<file path="src/rtl/mips_harvard_bus_bridge_pkg.sv">
// Shared definitions for the MIPS Harvard-to-single-bus bridge.
//   state_e                : bridge FSM states
//   BYTE_EN_ALL            : full-word byte-lane mask used for instruction fetches
//   DEFAULT_TIMEOUT_CYCLES : default watchdog limit in consecutive waitrequest cycles
package mips_bus_pkg;

  typedef enum logic [2:0] {
    ST_IDLE   = 3'd0,
    ST_FETCH  = 3'd1,
    ST_DATA   = 3'd2,
    ST_COMMIT = 3'd3,
    ST_FAULT  = 3'd4
  } state_e;

  localparam logic [3:0] BYTE_EN_ALL            = 4'hF;
  localparam int         DEFAULT_TIMEOUT_CYCLES = 255;

endpackage

</file>
<file path="src/rtl/mips_harvard_bus_bridge_watchdog.sv">
// bus_watchdog: saturating counter of consecutive stalled bus cycles.
//   clk, reset : clock and asynchronous active-high reset
//   active     : bridge is in a transfer state (FETCH or DATA)
//   stall      : slave is holding waitrequest high
//   timeout    : high on the stalled cycle that brings the count to TIMEOUT_CYCLES
// The count clears whenever a transfer completes or the bridge leaves a
// transfer state, and it never wraps past TIMEOUT_CYCLES.
module bus_watchdog
  import mips_bus_pkg::*;
#(
  parameter int TIMEOUT_CYCLES = DEFAULT_TIMEOUT_CYCLES
) (
  input  logic clk,
  input  logic reset,
  input  logic active,
  input  logic stall,
  output logic timeout
);

  localparam int                CNT_W   = $clog2(TIMEOUT_CYCLES + 1);
  localparam logic [CNT_W-1:0] CNT_MAX = CNT_W'(TIMEOUT_CYCLES);

  logic [CNT_W-1:0] count_q;
  logic [CNT_W-1:0] count_d;

  always_comb begin
    count_d = '0;
    timeout = 1'b0;
    if (active && stall) begin
      if (count_q != CNT_MAX) begin
        count_d = count_q + CNT_W'(1);
      end else begin
        count_d = count_q;
      end
      // Flag on the cycle the count is about to reach the limit so the FSM
      // can leave the transfer on this same edge.
      timeout = (count_d == CNT_MAX);
    end
  end

  always_ff @(posedge clk or posedge reset) begin
    if (reset) begin
      count_q <= '0;
    end else begin
      count_q <= count_d;
    end
  end

endmodule

</file>
<file path="src/rtl/mips_harvard_bus_bridge.sv">
// mips_harvard_bus_bridge: serialises a MIPS CPU's separate instruction and
// data ports onto one waitrequest-style memory bus.
//   clk, reset                         : clock, asynchronous active-high reset
//   cpu_active, instr_read             : CPU running flag and fetch request
//   instr_address / instr_readdata     : fetch PC and latched instruction word
//   data_read, data_write, data_address,
//   data_writedata, byte_enable        : CPU load/store request
//   data_readdata                      : latched load data
//   clk_enable                         : one-cycle CPU advance strobe per instruction
//   bus_address, bus_read, bus_write,
//   bus_writedata, bus_byteenable      : registered bus request (held during stalls)
//   bus_waitrequest, bus_readdata      : slave stall and read data
//   bus_error                          : sticky watchdog timeout flag
// Each instruction runs FETCH, optionally DATA, then COMMIT. All bus outputs are
// registers loaded on the edge that enters a transfer state, so they cannot
// move while the slave stalls even if the CPU inputs change.
module mips_harvard_bus_bridge
  import mips_bus_pkg::*;
#(
  parameter int TIMEOUT_CYCLES = DEFAULT_TIMEOUT_CYCLES
) (
  input  logic        clk,
  input  logic        reset,
  input  logic        cpu_active,
  input  logic        instr_read,
  input  logic [31:0] instr_address,
  output logic [31:0] instr_readdata,
  input  logic        data_read,
  input  logic        data_write,
  input  logic [31:0] data_address,
  input  logic [31:0] data_writedata,
  input  logic [3:0]  byte_enable,
  output logic [31:0] data_readdata,
  output logic        clk_enable,
  output logic [31:0] bus_address,
  output logic        bus_read,
  output logic        bus_write,
  output logic [31:0] bus_writedata,
  output logic [3:0]  bus_byteenable,
  input  logic        bus_waitrequest,
  input  logic [31:0] bus_readdata,
  output logic        bus_error
);

  state_e      state_q, state_d;
  logic [31:0] instr_readdata_q, instr_readdata_d;
  logic [31:0] data_readdata_q, data_readdata_d;
  logic [31:0] bus_address_q, bus_address_d;
  logic        bus_read_q, bus_read_d;
  logic        bus_write_q, bus_write_d;
  logic [31:0] bus_writedata_q, bus_writedata_d;
  logic [3:0]  bus_byteenable_q, bus_byteenable_d;
  logic        bus_error_q, bus_error_d;

  logic xfer_active;
  logic timeout;

  // Bus addresses are word aligned; the low CPU address bits are dropped.
  logic unused_addr_bits;
  assign unused_addr_bits = ^{instr_address[1:0], data_address[1:0]};

  assign xfer_active = (state_q == ST_FETCH) || (state_q == ST_DATA);

  bus_watchdog #(
    .TIMEOUT_CYCLES (TIMEOUT_CYCLES)
  ) u_watchdog (
    .clk     (clk),
    .reset   (reset),
    .active  (xfer_active),
    .stall   (bus_waitrequest),
    .timeout (timeout)
  );

  always_comb begin
    state_d          = state_q;
    instr_readdata_d = instr_readdata_q;
    data_readdata_d  = data_readdata_q;
    bus_address_d    = bus_address_q;
    bus_read_d       = bus_read_q;
    bus_write_d      = bus_write_q;
    bus_writedata_d  = bus_writedata_q;
    bus_byteenable_d = bus_byteenable_q;
    bus_error_d      = bus_error_q;

    case (state_q)
      ST_IDLE: begin
        if (cpu_active && instr_read) begin
          state_d          = ST_FETCH;
          bus_address_d    = {instr_address[31:2], 2'b00};
          bus_read_d       = 1'b1;
          bus_write_d      = 1'b0;
          bus_writedata_d  = '0;
          bus_byteenable_d = BYTE_EN_ALL;
        end
      end

      ST_FETCH: begin
        if (timeout) begin
          state_d          = ST_FAULT;
          bus_error_d      = 1'b1;
          bus_address_d    = '0;
          bus_read_d       = 1'b0;
          bus_write_d      = 1'b0;
          bus_writedata_d  = '0;
          bus_byteenable_d = '0;
        end else if (!bus_waitrequest) begin
          instr_readdata_d = bus_readdata;
          if (data_read || data_write) begin
            state_d          = ST_DATA;
            bus_address_d    = {data_address[31:2], 2'b00};
            bus_byteenable_d = byte_enable;
            // A simultaneous read and write request performs the store only.
            if (data_write) begin
              bus_read_d      = 1'b0;
              bus_write_d     = 1'b1;
              bus_writedata_d = data_writedata;
            end else begin
              bus_read_d      = 1'b1;
              bus_write_d     = 1'b0;
              bus_writedata_d = '0;
            end
          end else begin
            state_d          = ST_COMMIT;
            bus_address_d    = '0;
            bus_read_d       = 1'b0;
            bus_write_d      = 1'b0;
            bus_writedata_d  = '0;
            bus_byteenable_d = '0;
          end
        end
      end

      ST_DATA: begin
        if (timeout) begin
          state_d          = ST_FAULT;
          bus_error_d      = 1'b1;
          bus_address_d    = '0;
          bus_read_d       = 1'b0;
          bus_write_d      = 1'b0;
          bus_writedata_d  = '0;
          bus_byteenable_d = '0;
        end else if (!bus_waitrequest) begin
          if (bus_read_q) begin
            data_readdata_d = bus_readdata;
          end
          state_d          = ST_COMMIT;
          bus_address_d    = '0;
          bus_read_d       = 1'b0;
          bus_write_d      = 1'b0;
          bus_writedata_d  = '0;
          bus_byteenable_d = '0;
        end
      end

      ST_COMMIT: begin
        if (cpu_active) begin
          state_d          = ST_FETCH;
          bus_address_d    = {instr_address[31:2], 2'b00};
          bus_read_d       = 1'b1;
          bus_write_d      = 1'b0;
          bus_writedata_d  = '0;
          bus_byteenable_d = BYTE_EN_ALL;
        end else begin
          state_d = ST_IDLE;
        end
      end

      ST_FAULT: begin
        state_d = ST_FAULT;
      end

      default: begin
        state_d = ST_IDLE;
      end
    endcase
  end

  always_ff @(posedge clk or posedge reset) begin
    if (reset) begin
      state_q          <= ST_IDLE;
      instr_readdata_q <= '0;
      data_readdata_q  <= '0;
      bus_address_q    <= '0;
      bus_read_q       <= 1'b0;
      bus_write_q      <= 1'b0;
      bus_writedata_q  <= '0;
      bus_byteenable_q <= '0;
      bus_error_q      <= 1'b0;
    end else begin
      state_q          <= state_d;
      instr_readdata_q <= instr_readdata_d;
      data_readdata_q  <= data_readdata_d;
      bus_address_q    <= bus_address_d;
      bus_read_q       <= bus_read_d;
      bus_write_q      <= bus_write_d;
      bus_writedata_q  <= bus_writedata_d;
      bus_byteenable_q <= bus_byteenable_d;
      bus_error_q      <= bus_error_d;
    end
  end

  assign clk_enable     = (state_q == ST_COMMIT);
  assign instr_readdata = instr_readdata_q;
  assign data_readdata  = data_readdata_q;
  assign bus_address    = bus_address_q;
  assign bus_read       = bus_read_q;
  assign bus_write      = bus_write_q;
  assign bus_writedata  = bus_writedata_q;
  assign bus_byteenable = bus_byteenable_q;
  assign bus_error      = bus_error_q;

endmodule

</file>
<file path="config.mk">
export PLATFORM = sky130hd
export DESIGN_NAME = mips_harvard_bus_bridge
export DESIGN_NICKNAME = d
export VERILOG_FILES = /design/src/rtl/mips_harvard_bus_bridge_pkg.sv /design/src/rtl/mips_harvard_bus_bridge_watchdog.sv /design/src/rtl/mips_harvard_bus_bridge.sv
export SDC_FILE = /design/constraint.sdc
export NUM_CORES = 1
export LEC_CHECK = 0
export CAP_MARGIN = 20
export CORE_ASPECT_RATIO = 1.1
export CORE_MARGIN = 2
export CORE_UTILIZATION = 40
export DETAILED_ROUTE_END_ITERATION = 6
export GPL_ROUTABILITY_DRIVEN = 0
export GPL_TIMING_DRIVEN = 0
export HOLD_SLACK_MARGIN = 0.12
export PLACE_DENSITY_LB_ADDON = 0.3
export RECOVER_POWER = 50
export SYNTH_ARGS = -nofsm -noshare
export SYNTH_HDL_FRONTEND = slang
export SYNTH_SLANG_ARGS = --single-unit
</file>
<file path="constraint.sdc">
create_clock -name clk -period 5.4 [get_ports clk]
set_clock_uncertainty 0.05 [all_clocks]
set_input_delay 0.81 -clock clk [delete_from_list [all_inputs] [get_ports clk]]
set_output_delay 0.81 -clock clk [all_outputs]
set_load 0.01 [all_outputs]
</file>
Yosys cells after proc, flatten, opt, wreduce, memory -nomap -nowiden
Cells that the tools add are included.
{"block": "classes", "addsub": 1, "n_eq_ne": 10, "muxes": 51, "bitwise_logic": 2, "reduce_logical": 12}
{"op": "2-to-1 mux 32 bit", "n": 13}
{"op": "one-hot mux 32 bit (4 select lines)", "n": 2}
{"op": "2-to-1 mux 4 bit", "n": 7}
{"op": "2-to-1 mux 8 bit", "n": 3}
{"op": "2-to-1 mux 1 bit", "n": 17}
{"op": "one-hot mux 4 bit (4 select lines)", "n": 1}
{"op": "2-to-1 mux 3 bit", "n": 5}
{"op": "one-hot mux 3 bit (5 select lines)", "n": 1}
{"op": "adder 8 x 1 -> 8 bit (second input constant)", "n": 1}
{"op": "equality test 8 bit (second input constant)", "n": 1}
{"op": "!= test 8 bit (second input constant)", "n": 1}
{"op": "one-hot mux 1 bit (4 select lines)", "n": 2}
{"op": "equality test 3 x 2 -> 1 bit (second input constant)", "n": 2}
{"op": "!= test 3 bit (second input constant)", "n": 2}
{"op": "AND reduction 3 bit", "n": 2}
{"op": "AND reduction 5 bit", "n": 1}
{"op": "!= test 2 bit (second input constant)", "n": 2}
{"op": "AND reduction 4 bit", "n": 1}
{"op": "nonzero test 4 bit", "n": 1}
{"op": "equality test 3 x 1 -> 1 bit (second input constant)", "n": 1}
{"op": "equality test 3 bit (second input constant)", "n": 1}
{"op": "zero test 3 bit", "n": 1}
{"op": "logical AND 1 bit", "n": 2}
{"op": "logical OR 1 bit", "n": 2}
{"op": "other kinds (3)", "n": 4}
{"block": "totals", "register_bits": 146, "inputBits": 139, "out_inout_bits": 136, "word_cells": 86}

Depth between registers and ports, before layout
Gate-level depths: netlist (run 1).
{"block": "depth", "word_depth": 8, "mapped_depth": 9, "mapped_depth_nobuf": 7}

By module
From an unflattened synthesis (run 1), not the netlist that was laid out.
{"block": "unflattened", "hier_cells": 429, "area_unflattened_um2": 5983.2}
{"module": "mips_harvard_bus_bridge", "instances": 1, "cells_each": 370, "area_each_um2": 5460.2, "seq_area_each_um2": 3403.3}
{"module": "bus_watchdog", "instances": 1, "cells_each": 59, "area_each_um2": 523.0, "seq_area_each_um2": 200.2}

Worst setup path after synthesis (run 1)
Ideal clock, no wire load.
{"block": "synth_timing", "path_kind": "input-to-reg", "start": "in bus_waitrequest", "end": "reg bus_address_q[28], in the netlist bus_address[28]", "arrival_ns": 2.164, "required_ns": 5.227, "slack_ns": 3.063, "stages": 8, "n_path_buf": 2, "path_cell_list": "nor2b_1 -> nand2_1 -> nor3_1 -> nor4b_4 -> a21oi_2 -> buf_2 -> buf_6 -> o221a_2"}
{"block": "synth_via", "elab_chain_len": 4, "word_cells_on_any_way": 8, "cone_classes": "2 x eq/ne; 4 x mux; 2 x reduce/logical"}
{"item": "start: declaration", "line": "mips_harvard_bus_bridge.sv:40", "text": "input logic bus_waitrequest,"}
{"item": "logical AND 1 bit", "line": "mips_harvard_bus_bridge_watchdog.sv:29", "text": "if (active && stall) begin"}
{"item": "2-to-1 mux 1 bit", "line": "mips_harvard_bus_bridge_watchdog.sv:29"}
{"item": "!= test 3 bit (no source line) (tied with other cells)"}
{"item": "AND reduction 5 bit (no source line) / one-hot mux 32 bit (4 select lines) (equally long branches)"}
{"item": "end signal: assignment", "line": "mips_harvard_bus_bridge.sv:193", "text": "bus_address_q <= bus_address_d;"}
{"item": "end: declaration", "line": "mips_harvard_bus_bridge.sv:48", "text": "logic [31:0] bus_address_q, bus_address_d;"}
Parallel ways exist; a longest one is shown, timed or not.
A chain may end at the register's enable or synchronous reset.

Worst setup path in the final report (run 1)
{"block": "layout_timing", "start": "in bus_waitrequest", "end": "reg bus_address_q[21], in the netlist bus_address[21]"}
The elaborated chain is that of the path after synthesis.

==> results.json, run 1 <==
{
  "outcome": "complete, but fails checks",
  "violations": "capacitance limit, slew limit",
  "worstHoldPathCells": 1,
  "ant_nets": 0,
  "numCtsBuffers": 17,
  "place_area_mm2": 0.009268,
  "layout-drive-gt1-share_pct": 18.74,
  "tns_ns": 0,
  "maxCapViolCount": 1,
  "io_pins": 275,
  "max_freq_mhz": 322.9,
  "whs_ns": 0.4128,
  "num_rows": 48,
  "yosysTopAreaCellShare_pct": 57.21,
  "first_global_vias": 5404,
  "fin_cells": 1028,
  "cp.required_ns": 5.65,
  "dp_slack_ns": 1.980,
  "reg2reg_to": "bus_address[5]",
  "core_area_mm2": 0.01555,
  "worst_slack_ns": 2.303,
  "htree_levels": 4,
  "numClockSinks": 144,
  "slew_viol_final": 66,
  "max_stage_delay_ns": 0.64,
  "nFillCells": 1208,
  "synth-seq-cells": 144,
  "track_usage_pct": 21.23,
  "critPathLaunchType": "input port",
  "slew_headroom_pct": -94.13,
  "rrSetupSlack_ns": 2.67,
  "syn_area_mm2": 0.006299,
  "crit_type": "input port to flip-flop",
  "hold_violations": 0,
  "cp_max_fo": 10,
  "min_period_ns": 3.097,
  "final_area_mm2": 0.009813,
  "ys_seq_area_share_pct": 57.21,
  "antenna_found_initial": 1,
  "wl_per_cell_um": 17.55,
  "yosysUniqueCellTypes": 47,
  "dr_total_vias": 5353,
  "p_per_area_mw_per_mm2": 602.9,
  "first_pass_iters": 4,
  "die_area_mm2": 0.01677,
  "critPathCaptureType": "flip-flop",
  "hold_start": "bus_error",
  "rr_worst_depth": 9,
  "synthArstFlopShare_pct": 100.0,
  "syn_area_per_cell_um2": 12.00,
  "tightest_slew_ns": 2.896,
  "grt_max_degree": 80,
  "drc_errors": 0,
  "arrival_ns": 3.34,
  "clk_latency_ns": 0.41,
  "setup_viol": 0,
  "timing.rr.start": "u_watchdog.count_q[0]",
  "crit_chain": "dlygate4sd3_1 -> nor2b_1 -> nand2_1 -> clkbuf_1 -> and2_1 -> buf_2 -> clkbuf_1 -> a21oi_1 -> o221a_2",
  "cts_setup_buffers": 0,
  "fin_crit_sh_pct": 57.35,
  "rsz0062_at_grt": "false",
  "p_leak_nw": 4.202,
  "report.power.total_mw": 5.916,
  "hold_class": "flip-flop to flip-flop",
  "synth-edff-count": 0,
  "io_buffer_count": 268,
  "fin_util_pct": 63.09,
  "timing.critical_path.mode_cell": "clkbuf_1",
  "peakVddDrop_v": 0.0003088,
  "die_w_um": 123.6,
  "grt_pass1_wl_um": 27540,
  "initial_core_util_pct": 40.49,
  "critical-path-slowest-cell": "dlygate4sd3_1",
  "yosysWarnings": 0,
  "clkTransAtPathRegs_ns": 0.06,
  "via_per_inst": 5.207,
  "clockBufferDepth": 2,
  "cts_resized": 0,
  "ctsHoldBuffers": 0,
  "area_growth_pct": 55.80,
  "dpl.hpwl_um": 13470,
  "yosysTopAreaCell": "dfrtp_1",
  "finalNetCount": 954,
  "synth_cells": 525,
  "synth_area_leaders": "dfrtp_1 (57%), mux2_2 (11%), o221a_2 (5.7%), a22o_1 (4.4%), nor2_1 (4.4%)",
  "synth-main-ff-cell": "dfrtp_1",
  "numPlacedInstances": 995,
  "routed_wl_um": 18040,
  "drt_iter0_markers": 322,
  "grt_overflow": 0,
  "holdPathEnd": "bus_error",
  "root_buffer": "clkbuf_16",
  "chipHeight_um": 135.6,
  "tritoncts": "built"
}
## state kept, by name (all words and copies together), names as in the netlist
| name | cells |
|---|---|
| bus_writedata | 32 |
| bus_error | 1 |
| instr_readdata | 32 |
| state_q | 3 |
| u_watchdog.count_q | 8 |
| bus_byteenable | 4 |
| bus_write | 1 |
| bus_address | 30 |
| bus_read | 1 |
| data_readdata | 32 |
## cells in the final DEF (no fill, tap or decap), types with 13 or more instances in the layout
master           Yosys  layout
clkbuf_16            0      17
mux2_2              64      64
nand2_1             13      13
dlygate4sd3_1        0      61
dfrtp_1            144     144
clkdlybuf4s50_1      0     207
a21oi_1             36      36
clkbuf_1            17      20
and2_1              31      31
o221a_2             32      32
nor2_1              74      74
a22o_1              32      32
## synth_stat cells, types with 2 or more instances
cell type,instances
a211oi_1,2
buf_2,12
o221a_2,32
nor2_1,74
buf_4,5
nand3_1,4
and3_1,3
and2_1,31
a22o_1,32
nand2b_1,4
mux2_2,64
mux2i_1,2
o21ai_0,6
dfrtp_1,144
a31oi_1,3
clkbuf_1,17
inv_1,5
a21oi_1,36
or2_2,2
xor2_1,2
nor3_1,7
nand2_1,13
## where the power goes
| part | switching, mW | internal [mW] | leakage, nW | total (mW) |
|---|---|---|---|---|
| clock | 0.481 | 0.611 | 0.253 | 1.09 |
| combinational | 1.32 | 1.62 | 2.16 | 2.95 |
| sequential | 0.303 | 1.58 | 1.79 | 1.88 |
## area by class of cell
| cell class | count | area [um^2] | share of cell area, % |
|---|---|---|---|
| inverter | 5 | 20.02 | 0.2040 |
| clock inverter | 12 | 101.3 | 1.033 |
| timing repair buffer | 269 | 2710 | 27.62 |
| buffer | 35 | 171.4 | 1.747 |
| tap | 200 | 250.2 | 2.550 |
| clock buffer | 20 | 446.7 | 4.552 |
| antenna | 1 | 2.502 | 0.02550 |
| sequential | 144 | 3603 | 36.72 |
| multi-input combinational | 342 | 2507 | 25.55 |
## worst max-delay path by stage
stage	from	end	slack, ns	depth (start not counted)
6_report	bus_waitrequest	bus_address[21]	2.30	9
4_1_cts	cpu_active	bus_address[28]	2.40	8
5_1_grt	reset	instr_readdata[16]	1.86	2
2_1_floorplan	reset	bus_address[10]	0.67	1
3_5_place_dp	cpu_active	bus_address[28]	1.98	8
3_3_place_gp	reset	bus_writedata[11]	-1.10	2
## per-layer routing
metal | global-route usage [%] | vias up | wire length [um]
met5 | 0 | - | 0
met4 | 8.270 | 0 | 376
met3 | 6.355 | 30 | 1535
met2 | 34.89 | 229 | 8801
met1 | 26.11 | 2602 | 7328
li1 | - | 2492 | -
## logic make-up (layout without fill, tap and decap cells)
logic type,after synthesis,count (layout),share of synthesized area (%)
compound gates,124,124,15.95
xor+xnor,2,2,0.2782
fa+ha+maj,1,1,0.1986
buf+inv,40,341,3.039
flops,144,144,57.21
mux,66,66,11.76
other cells,1,3,0.05954
simple gates,147,147,11.50
## worst max-delay path, delay by kind of cell
| family | cells | cell delay (ns) |
|---|---|---|
| simple gates | 3 | 0.56 |
| buf+inv | 4 | 1.67 |
| compound gates | 2 | 0.29 |
No activity file was read; power rests on OpenSTA's default activity.
==> inputs of run 2 (changes only) <==
Settings changed: CORE_UTILIZATION 40 to 38.
Clock period 5.4 ns to 2.55 ns, I/O delays scaled along.
==> run 2 against run 1 <==
Effect of this change:
- the flow still finishes with violations (capacitance limit, slew limit)
- clock power increased by 120%
- wire length is 4.6% higher
- largest cell class unchanged
- final cell count up 0.97%
- sequential power rose by 110%
- combinational power grew 120%
- critical endpoint is now bus_address[3]
- sequential cell count stayed put
- first-iteration DRC count down 11%
- critical path type is now flip-flop to flip-flop
==> results.json, run 2 (same netlist as run 1, synthesis figures left out) <==
{
  "worst_slack_ns": 0.07345,
  "cp.required_ns": 2.80,
  "slew_headroom_pct": -21.87,
  "numClockSinks": 144,
  "clockBufferDepth": 2,
  "critical-path-top-delay-family": "compound AO/OA/AOI/OAI gates",
  "tightest_slew_ns": 1.818,
  "final_common_cell": "clkdlybuf4s50_1",
  "rrSetupSlack_ns": 0.07,
  "arrival_ns": 2.73,
  "max_stage_delay_ns": 0.41,
  "crit_chain": "ha_4 -> nand4_1 -> a2bb2o_2 -> o22ai_2 -> nor4b_4 -> a21oi_2 -> buf_4 -> buf_6 -> o221a_2",
  "p_leak_nw": 4.240,
  "report.power.total_mw": 12.95,
  "first_pass_iters": 4,
  "antenna_found_initial": 0,
  "setup_viol": 0,
  "timing.rr.start": "u_watchdog.count_q[0]",
  "core_area_mm2": 0.01631,
  "nFillCells": 1284,
  "via_per_inst": 5.265,
  "critical-path-slowest-cell": "dfrtp_2",
  "violations": "capacitance limit, slew limit",
  "cp_max_fo": 10,
  "dr_total_vias": 5465,
  "io_buffer_count": 268,
  "min_period_ns": 2.477,
  "hold_class": "flip-flop to flip-flop",
  "fin_crit_sh_pct": 97.12,
  "tritoncts": "built",
  "final_area_mm2": 0.009991,
  "grt_max_degree": 44,
  "die_w_um": 126.8,
  "reg2reg_to": "bus_address[3]",
  "critPathLaunchType": "flip-flop",
  "num_rows": 49,
  "fin_cells": 1038,
  "crit_end": "bus_address[3]",
  "rr_worst_depth": 9,
  "antenna_cells": 0,
  "crit_type": "flip-flop to flip-flop",
  "fin_util_pct": 61.26,
  "crit_cells": 9,
  "startpoint": "u_watchdog.count_q[0]",
  "drc_errors": 0,
  "ant_nets": 0,
  "track_usage_pct": 21.67,
  "wl_per_cell_um": 18.18,
  "outcome": "complete, but fails checks",
  "numPlacedInstances": 1001,
  "place_area_mm2": 0.009311,
  "final_cell_mix": "clkdlybuf4s50_1 (267), dfrtp_1 (143), nor2_1 (74), mux2_2 (64), a21oi_1 (36)",
  "dpl.hpwl_um": 14250,
  "hold_violations": 0,
  "htree_levels": 4,
  "clkTransAtPathRegs_ns": 0.06,
  "slew_viol_final": 37,
  "ctsHoldBuffers": 0,
  "io_pins": 275,
  "crit_buf_inv": 2,
  "critPathCaptureType": "flip-flop",
  "max_freq_mhz": 403.8,
  "die_area_mm2": 0.01762,
  "clk_latency_ns": 0.42,
  "p_per_area_mw_per_mm2": 1296,
  "dp_slack_ns": -0.4919,
  "maxCapViolCount": 1,
  "routed_wl_um": 18870,
  "numCtsBuffers": 17,
  "drt_iter0_markers": 287,
  "finalNetCount": 961,
  "chipHeight_um": 139.0,
  "layout-drive-gt1-share_pct": 21.58,
  "area_growth_pct": 58.62,
  "grt_pass1_wl_um": 30120,
  "peakVddDrop_v": 0.0006929,
  "grt_overflow": 0,
  "root_buffer": "clkbuf_16",
  "initial_core_util_pct": 38.62,
  "first_global_vias": 5788
}
## run 2: cell types whose count changed in the layout (fill, tap and decap cells not counted), sizes merged
cell and delta:
diode -1, buf +10, clkinvlp -2, inv +1, clkbuf -6, clkinv +4
clkdlybuf4s50 +60, dlygate4sd3 -60
## run 2: worst min-delay path by stage
| stage | startpoint | endpoint | slack (ns) | cells past startpoint |
|---|---|---|---|---|
| floorplan | bus_error | bus_error | 0.45 | 1 |
| finish | bus_write | bus_write | 0.43 | 1 |
| detailed placement | bus_write | bus_write | 0.42 | 1 |
| global route | bus_write | bus_write | 0.46 | 1 |
| CTS | bus_write | bus_write | 0.43 | 1 |
| global placement | bus_error | bus_error | 0.40 | 1 |
## run 2: where the power goes
group	total [mW]	switching [mW]	internal [mW]
Combinational	6.60	2.92	3.68
Clock	2.39	1.09	1.29
Sequential	3.96	0.626	3.34
Total	13.0	4.64	8.31
## run 2: cell type report
class                      instances  area (um^2)  share of cell area [%]
clock inverter                    15        148.9                   1.490
inverter                           5        20.02                  0.2004
buffer                            33        172.7                   1.728
clock buffer                      17        425.4                   4.258
multi-input combinational        342         2561                   25.64
timing repair buffer             278         2803                   28.05
tap                              204        255.2                   2.555
sequential                       144         3605                   36.08
## run 2: timing repair
item                                   4_1_cts  5_1_grt
gates resized for setup                      3       18
pin swaps                                    1        1
setup buffers                                2        5
endpoints found under the hold margin        0        0
setup endpoints to repair                   89       96
## run 2: per-stage QoR
step           hold WS, ns  setup TNS [ns]
4_1_cts             0.4315               0
2_1_floorplan       0.4541               0
5_1_grt             0.4573        -0.07283
3_5_place_dp        0.4165          -36.56
6_report            0.4318               0
3_3_place_gp        0.4038         -152.67
## run 2: metal layers
layer  vias to the layer above  track usage, %  routed length [um]
met5                         -               0                   0
met4                         0           10.18                 709
met3                        46           6.173                1188
met2                       211           37.30                9716
met1                      2703           24.88                7253
li1                       2505               -                   -
## run 2: worst reg2reg max path: cells and delay by family, from the launching register on
kind | cells | cell delay (ns)
AO/OA/AOI/OAI | 4 | 0.75
adder cells (fa/ha/maj) | 1 | 0.18
buffers and inverters | 2 | 0.35
flip-flops | 1 | 0.41
AND/OR/NAND/NOR | 2 | 0.61
